===== src/rtl/rom_dl_pkg.sv =====
// Shared constants for the ROM download path: region map, image size and
// the sequencer state encoding.
package rom_dl_pkg;

    typedef enum logic [2:0] {
        EP1 = 3'd0,
        EP2 = 3'd1,
        EP3 = 3'd2,
        EP4 = 3'd3,
        EP5 = 3'd4,
        CP1 = 3'd5,
        CP2 = 3'd6,
        CP3 = 3'd7
    } region_e;

    localparam int NUM_REGIONS = int'(CP3) + 1;

    localparam logic [31:0] TOTAL = 32'h0002_8600;

    localparam logic [31:0] REGION_BASE [NUM_REGIONS] = '{
        32'h0000_0000, 32'h0000_8000, 32'h0001_0000, 32'h0001_8000,
        32'h0002_0000, 32'h0002_8000, 32'h0002_8200, 32'h0002_8400
    };

    localparam logic [31:0] REGION_LAST [NUM_REGIONS] = '{
        32'h0000_7FFF, 32'h0000_FFFF, 32'h0001_7FFF, 32'h0001_FFFF,
        32'h0002_7FFF, 32'h0002_81FF, 32'h0002_83FF, 32'h0002_85FF
    };

    // Exclusive upper bound of each region; cp3 stops at TOTAL rather than
    // swallowing every address above it.
    localparam logic [31:0] REGION_END [NUM_REGIONS] = '{
        32'h0000_8000, 32'h0001_0000, 32'h0001_8000, 32'h0002_0000,
        32'h0002_8000, 32'h0002_8200, 32'h0002_8400, TOTAL
    };

    // Sequencer states; encoding is visible on the debug state output.
    typedef enum logic [2:0] {
        ST_IDLE  = 3'd0,
        ST_LOAD  = 3'd1,
        ST_CHECK = 3'd2,
        ST_DONE  = 3'd3,
        ST_ERROR = 3'd4
    } state_e;

endpackage


===== src/rtl/rom_region_decode.sv =====
// Combinational byte address -> one-hot ROM region select, plus flags for
// "last byte of its region" and "inside the image".
module rom_region_decode
    import rom_dl_pkg::*;
#(
    parameter int ADDR_W = 25
) (
    input  logic [ADDR_W-1:0] addr,
    output logic [7:0]        cs,
    output logic              is_last,
    output logic              in_range
);

    logic [31:0] a32;

    assign a32 = 32'(addr);

    always_comb begin
        cs       = '0;
        is_last  = 1'b0;
        in_range = (a32 < TOTAL);
        for (int i = 0; i < NUM_REGIONS; i++) begin
            if ((a32 >= REGION_BASE[i]) && (a32 < REGION_END[i]))
                cs[i] = 1'b1;
            if (a32 == REGION_LAST[i])
                is_last = 1'b1;
        end
    end

endmodule


===== src/rtl/rom_dl_sequencer.sv =====
// Download-clock sequencer: forwards the ioctl ROM stream to the region RAMs,
// checks ordering/size, and releases the game core only after a clean load.
module rom_dl_sequencer
    import rom_dl_pkg::*;
#(
    parameter int ROM_INDEX = 0,
    parameter int ADDR_W    = 25
) (
    input  logic              CLK,
    input  logic              RESET_N,
    input  logic              ioctl_download,
    input  logic [7:0]        ioctl_index,
    input  logic              ioctl_wr,
    input  logic [ADDR_W-1:0] ioctl_addr,
    input  logic [7:0]        ioctl_dout,
    output logic [ADDR_W-1:0] dl_addr,
    output logic [7:0]        dl_data,
    output logic              dl_wr,
    output logic [7:0]        dl_cs,
    output logic [7:0]        region_loaded,
    output logic [15:0]       checksum,
    output logic              core_reset,
    output logic              dl_busy,
    output logic              err_seq,
    output logic              err_oob,
    output logic              err_short,
    output logic [2:0]        dbg_state
);

    // Handshake: ioctl_wr is a one-cycle strobe with no back-pressure; every
    // accepted strobe in LOAD yields exactly one dl_wr pulse one cycle later.

    state_e            state;
    logic [ADDR_W-1:0] next_addr;
    logic              dl_prev;
    logic [7:0]        dec_cs;
    logic              dec_last;
    logic              dec_in_range;
    logic              start;

    rom_region_decode #(.ADDR_W(ADDR_W)) u_decode (
        .addr     (ioctl_addr),
        .cs       (dec_cs),
        .is_last  (dec_last),
        .in_range (dec_in_range)
    );

    assign start     = ioctl_download && !dl_prev && (ioctl_index == 8'(ROM_INDEX));
    assign dl_busy   = (state == ST_LOAD) || (state == ST_CHECK);
    assign dbg_state = state;

    always_ff @(posedge CLK or negedge RESET_N) begin
        if (!RESET_N) begin
            state         <= ST_IDLE;
            next_addr     <= '0;
            // Treat the download line as already high so a transfer that was
            // in flight across reset is not mistaken for a fresh start.
            dl_prev       <= 1'b1;
            dl_addr       <= '0;
            dl_data       <= '0;
            dl_wr         <= 1'b0;
            dl_cs         <= '0;
            region_loaded <= '0;
            checksum      <= '0;
            core_reset    <= 1'b1;
            err_seq       <= 1'b0;
            err_oob       <= 1'b0;
            err_short     <= 1'b0;
        end else begin
            dl_prev <= ioctl_download;
            dl_wr   <= 1'b0;
            case (state)
                ST_IDLE, ST_DONE, ST_ERROR: begin
                    if (state == ST_DONE)
                        core_reset <= 1'b0;
                    if (start) begin
                        state         <= ST_LOAD;
                        next_addr     <= '0;
                        region_loaded <= '0;
                        checksum      <= '0;
                        err_seq       <= 1'b0;
                        err_oob       <= 1'b0;
                        err_short     <= 1'b0;
                        core_reset    <= 1'b1;
                    end
                end
                ST_LOAD: begin
                    if (ioctl_wr) begin
                        if (!dec_in_range) begin
                            err_oob <= 1'b1;
                        end else begin
                            dl_addr       <= ioctl_addr;
                            dl_data       <= ioctl_dout;
                            dl_cs         <= dec_cs;
                            dl_wr         <= 1'b1;
                            checksum      <= checksum + 16'(ioctl_dout);
                            region_loaded <= region_loaded | (dec_cs & {8{dec_last}});
                            next_addr     <= ioctl_addr + 1'b1;
                            if (ioctl_addr != next_addr)
                                err_seq <= 1'b1;
                        end
                    end
                    if (!ioctl_download)
                        state <= ST_CHECK;
                end
                ST_CHECK: begin
                    dl_cs     <= '0;
                    err_short <= (next_addr != ADDR_W'(TOTAL));
                    if (err_seq || err_oob || (next_addr != ADDR_W'(TOTAL)))
                        state <= ST_ERROR;
                    else
                        state <= ST_DONE;
                end
                default: state <= ST_IDLE;
            endcase
        end
    end

endmodule


===== config.mk =====
export PLATFORM = sky130hd
export DESIGN_NAME = rom_dl_sequencer
export DESIGN_NICKNAME = d
export VERILOG_FILES = /design/src/rtl/rom_dl_pkg.sv /design/src/rtl/rom_region_decode.sv /design/src/rtl/rom_dl_sequencer.sv
export SDC_FILE = /design/constraint.sdc
export NUM_CORES = 1
export LEC_CHECK = 0
export ABC_AREA = 1
export CAP_MARGIN = 15
export CORE_ASPECT_RATIO = 1.4
export CORE_UTILIZATION = 36
export DETAILED_ROUTE_END_ITERATION = 8
export PLACE_DENSITY = 0.56
export SETUP_SLACK_MARGIN = 0.05
export SLEW_MARGIN = 40
export SYNTH_ARGS = -nofsm -noshare
export SYNTH_HDL_FRONTEND = slang
export SYNTH_HIERARCHICAL = 1
export SYNTH_SLANG_ARGS = --single-unit

===== constraint.sdc =====
create_clock -name CLK -period 5.2 [get_ports CLK]
set_input_delay 1.04 -clock CLK [delete_from_list [all_inputs] [get_ports CLK]]
set_output_delay 1.04 -clock CLK [all_outputs]
set_load 0.02 [all_outputs]

# Word level (Yosys, flattened, before mapping)
# Index checks and enable logic that the tools add are counted.
word_totals:
  word_cells: 131
  register_bits: 99
classes:
  n_bitwise: 2
  reduce_logical: 29
  muxes: 49
  add_sub_neg: 2
  eq_ne: 20
  n_lt_le_gt_ge: 16
ops:
  columns: ["cell", "n"]
  rows:
  - ["$lt A25 B18 Y1 const B", 5]
  - ["$eq A25 B18 Y1 const B", 4]
  - ["$ge A25 B18 Y1 const B", 4]
  - ["$mux W25", 3]
  - ["$eq A25 B17 Y1 const B", 2]
  - ["$ge A25 B17 Y1 const B", 2]
  - ["$lt A25 B17 Y1 const B", 2]
  - ["$pmux W25 S2", 1]
  - ["$mux W16", 3]
  - ["$mux W8", 5]
  - ["$pmux W16 S2", 1]
  - ["$pmux W8 S2", 2]
  - ["$mux W1", 27]
  - ["$add A25 B1 Y25 const B", 1]
  - ["$eq A25 B15 Y1 const B", 1]
  - ["$eq A25 B16 Y1 const B", 1]
  - ["$ge A25 B1 Y1 const B", 1]
  - ["$ge A25 B16 Y1 const B", 1]
  - ["$lt A25 B16 Y1 const B", 1]
  - ["$ne A25 B18 Y1 const B", 1]
  - ["$ne A25 B25 Y1", 1]
  - ["$add A16 B8 Y16", 1]
  - ["$logic_and A1 B1 Y1", 10]
  - ["$ne A2 B2 Y1 const B", 5]
  - ["other kinds (19)", 33]

# Logic depth before layout (Yosys ltp)
depth:
  word_depth: 14
  depth_mapped: 15
  ltp_nobuf: 15

# Cells and area by module
# Netlist, hierarchy kept.
modules_own_cells:
  columns: ["mod", "seq_area_each_um2", "n_inst", "cells_per_inst", "area_each_um2"]
  rows:
  - ["rom_dl_sequencer", 2479.9, 1, 724, 5425.2]
  - ["rom_region_decode", 0.0, 1, 79, 350.3]

# Least setup slack after synthesis
# No wires, ideal clock.
synth_path:
  kind: "in2reg"
  from: "input port ioctl_dout[0]"
  to: "register checksum[8]"
  path_stages: 11
  setup_slack_ns: 2.636
  n_path_buf: 0
  setup_ns: 0.118
  arrival_time_ns: 2.446
  path_cell_list: "ha_1 > inv_1 > fa_1 > o21ai_0 > nand2_1 > nand2_1 > nand2_1 > inv_1 > nand2_1 > nand2_1 > nor2_1"
synth_between:
  elab_chain_cells: 4
synth_lines:
  columns: ["element", "line_no", "rtl"]
  rows:
  - ["from (decl)", "rom_dl_sequencer.sv:15", "input logic [7:0] ioctl_dout,"]
  - ["$add A16 B8 Y16", "rom_dl_sequencer.sv:96", "checksum <= checksum + 16'(ioctl_dout);"]
  - ["$mux W16", "rom_dl_sequencer.sv:89", "if (!dec_in_range) begin"]
  - ["$mux W16", "rom_dl_sequencer.sv:88", "if (ioctl_wr) begin"]
  - ["$pmux W16 S2", "rom_dl_sequencer.sv:72", "case (state)"]
  - ["to (signal assigned)", "rom_dl_sequencer.sv:96", null]
  - ["to (decl)", "rom_dl_sequencer.sv:21", "output logic [15:0] checksum,"]
# Every way passes these cells. The select of a mux whose other input is x is not followed.
# A chain may end at the register's enable or synchronous reset.

# Worst setup path after layout
layout_path:
  from: "input port ioctl_addr[16]"
  to: "register next_addr[12]"
layout_between:
  elab_chain_cells: 3
layout_lines:
  columns: ["element", "line_no", "rtl"]
  rows:
  - ["from (decl)", "rom_dl_sequencer.sv:14", "input logic [ADDR_W-1:0] ioctl_addr,"]
  - ["$lt A25 B18 Y1", "rom_region_decode.sv:21", "in_range = (a32 < TOTAL);"]
  - ["net dec_in_range", "rom_dl_sequencer.sv:38", "logic dec_in_range;"]
  - ["$ne A2 B2 Y1 (no source line)", null, null]
  - ["$reduce_and A4 Y1 (no source line)", null, null]
  - ["to (signal assigned)", "rom_dl_sequencer.sv:98", "next_addr <= ioctl_addr + 1'b1;"]
  - ["to (decl)", "rom_dl_sequencer.sv:34", "logic [ADDR_W-1:0] next_addr;"]
# The timed path passes the listed nets, and every way through them passes these cells.

==> impl_metrics.env <==
export IMPL_drtAntennaViolNets=0
export IMPL_grt_max_degree=59
export IMPL_dp_slack_ns=1.23
export IMPL_place_hpwl_mm=12.7
export IMPL_portBuffers=118
export IMPL_path_clk_slew_ns=0.07
export IMPL_via_per_inst=4.89
export IMPL_synth_top_area_share_pct=42.0
export IMPL_relSlewSlack_pct=53.7
export IMPL_drive_gt1_share_pct=5.08
export IMPL_chipHeight_microns=152
export IMPL_dp_cells=1105
export IMPL_initial_core_util_pct=37.0
export IMPL_crit_type="in2reg"
export IMPL_seq_area_frac_synth_pct=42.9
export IMPL_fin_setup_tns_ns=0
export IMPL_setup_slack_ns=1.58
export IMPL_cts_resized=0
export IMPL_leakagePower_uw=0.00364
export IMPL_drv_cap=0
export IMPL_route_detailed_drc=0
export IMPL_synth_top_cell_by_area="dfrtp_1"
export IMPL_synth_area_sq_um=5780
export IMPL_power_density_nw_per_um2=277
export IMPL_dieArea_sq_um=16600
export IMPL_insertion_delay_ns=0.34
export IMPL_fp_row_count=54
export IMPL_cts_tree="yes"
export IMPL_antenna_cells=0
export IMPL_required_ns=5.47
export IMPL_antenna_found_initial=0
export IMPL_cp_end_kind="flip-flop"
export IMPL_core_sq_um=15600
export IMPL_period_needed_ns=3.62
export IMPL_drt_pass1_iter_count=4
export IMPL_wl_mm=16.8
export IMPL_hp_class="reg2reg"
export IMPL_worst_pin_slew_ns=0.694
export IMPL_drt_wirelength_per_cell_microns=15.0
export IMPL_synth_cell_types=37
export IMPL_max_freq_mhz=276
export IMPL_ys_warn_count=6
export IMPL_cts_root_buf="clkbuf_16"
export IMPL_grt_pass1_vias=5304
export IMPL_status="completed"
export IMPL_cts_buffers_inserted=9
export IMPL_top_usage_layer="met2"
export IMPL_ir_drop_v=0.000225
export IMPL_clockBufferDepth=2
export IMPL_synth_area_leaders="dfrtp_1, nand2_1, nor2_1"
export IMPL_post_cts_buffers=0
export IMPL_met2_usage_pct=36.3
export IMPL_post_synth_cell_area_avg_sq_um=7.19
export IMPL_netlist_instances=803
export IMPL_fin_cells=1121
export IMPL_fp_dieW_microns=109
export IMPL_grt_overflow_total=0
export IMPL_grt_pass1_wl_mm=27.5
export IMPL_grt_use_met1_pct=27.3
export IMPL_worst_setup_path_start_kind="input pin"
export IMPL_routabilityCongestion=0.896
export IMPL_crit_fanout=21
export IMPL_finalHoldViolCount=0
export IMPL_crit_arrival_ns=3.89
export IMPL_hold_buffers=0
export IMPL_vias=5483
export IMPL_final_nets=975
export IMPL_rsz0062_at_grt="false"
export IMPL_area_growth_pct=28.7
export IMPL_finalCritPeriodShare_pct=69.6
export IMPL_setup_viol=0
export IMPL_cts_htree_levels=3
export IMPL_drv_slew=0
export IMPL_grtUsageMet3_pct=3.47
export IMPL_ioPinCount=119
export IMPL_gr_usage_all_layers_pct=21.4
export IMPL_final_common_cell="nand2_1"
export IMPL_syn_nets=858
export IMPL_drt_iter0_markers=249
export IMPL_synth_seq_cells=99
export IMPL_clock_sinks=99
export IMPL_layout_common_cells="nand2_1, clkdlybuf4s50_1, nor2_1, dfrtp_1, inv_1"
export IMPL_finClkSkew_ns=0.00614
[cells by family after synthesis]
| kind of cell | synth area share [%] |
|---|---|
| buffers and inverters | 7.99 |
| xor gates and xnor gates | 3.94 |
| AOI/OAI and AO/OA | 7.00 |
| and+or+nand+nor | 35.8 |
| adders and majority gates | 2.30 |
| DFF | 42.9 |
[power by group]
group          internal, uW  switching (uW)  leakage, uW  total (uW)
Sequential              829            51.6      0.00129         880
Combinational           209             315      0.00221         524
Clock                   353             298     0.000136         651
Total                  1390             664      0.00364        2060
[layer usage]
layer,share of wire [%],vias up
li1,-,2793
met3,4.0,24
met5,0,-
met4,2.3,0
met1,45,2552
met2,49,114
[stage by stage]
| step | util, % | power, uW | instance area [sq um] | hold slack (ns) |
|---|---|---|---|---|
| after floorplan | - | 1190 | 5780 | 0.485 |
| after global placement | 45.8 | 1420 | 7150 | 0.461 |
| after detailed placement | 45.8 | 1420 | 7150 | 0.458 |
| after global routing | 47.6 | 2170 | 7430 | 0.500 |
| final | 47.6 | 2060 | 7430 | 0.475 |
| after CTS | 47.6 | 2080 | 7430 | 0.476 |
[synth_stat cells]
library cell and n:
nand2_1 246, nor2_1 101, dfrtp_1 97, inv_1 94, nand3_1 71, o21ai_0 45, nand4_1 20, xnor2_1 17
a21oi_1 15, nor3_1 12, ha_1 9, xor2_1 9, nor3_2 7, buf_2 6, clkbuf_1 6, inv_2 6
o22ai_1 6, buf_4 4, o21ai_1 4, nand3_2 3, nor2_2 3, a31oi_1 2, and2_1 2, dfstp_2 2
nand2_2 2, nor3_4 2, o211ai_1 2, a22o_1 1, a32o_1 1, and2_0 1, clkinv_1 1, fa_1 1
nand2_4 1, nand3b_1 1, nor2_4 1, nor3b_1 1, or2_2 1
[critical path, stage by stage]
cell	delay, ns
clkdlybuf4s50_1	0.81
nor2_1	0.10
nand3_1	0.10
nand2_1	0.05
nand2_1	0.06
nand2_1	0.06
inv_1	0.11
nand3_2	0.41
inv_2	0.48
buf_4	0.36
o21ai_0	0.15
o21ai_1	0.13
[final timing paths]
check	startpoint	to	slack (ns)	depth (start not counted)
min in group asynchronous	RESET_N	dl_addr[20]$_DFFE_PN0P_	0.64	1
max in group asynchronous	RESET_N	dl_prev$_DFF_PN1_	3.59	2
worst max register to register	dbg_state[0]$_DFFE_PN0P_	next_addr[12]$_DFFE_PN0P_	2.75	8
worst min-delay path	core_reset$_DFFE_PN1P_	core_reset$_DFFE_PN1P_	0.47	2
worst min register to register	core_reset$_DFFE_PN1P_	core_reset$_DFFE_PN1P_	0.47	2
worst max-delay path	ioctl_addr[16]	next_addr[12]$_DFFE_PN0P_	1.58	12
[state kept, by name, indices dropped and copies added, names as in the netlist]
name           count
checksum          16
core_reset         1
dbg_state          3
dl_addr           25
dl_cs              8
dl_data            8
dl_prev            1
dl_wr              1
err_oob            1
err_seq            1
err_short          1
next_addr         25
region_loaded      8
[layout make-up]
class	count	area, sq um
Clock buffer	13	260
Inverter	101	379
Multi-Input combinational cell	587	2830
Clock inverter	3	21.3
Tap cell	196	245
Sequential cell	99	2480
Fill cell	1599	8180
Timing Repair Buffer	122	1210
Note: power is estimated with default switching activity, not from simulation.
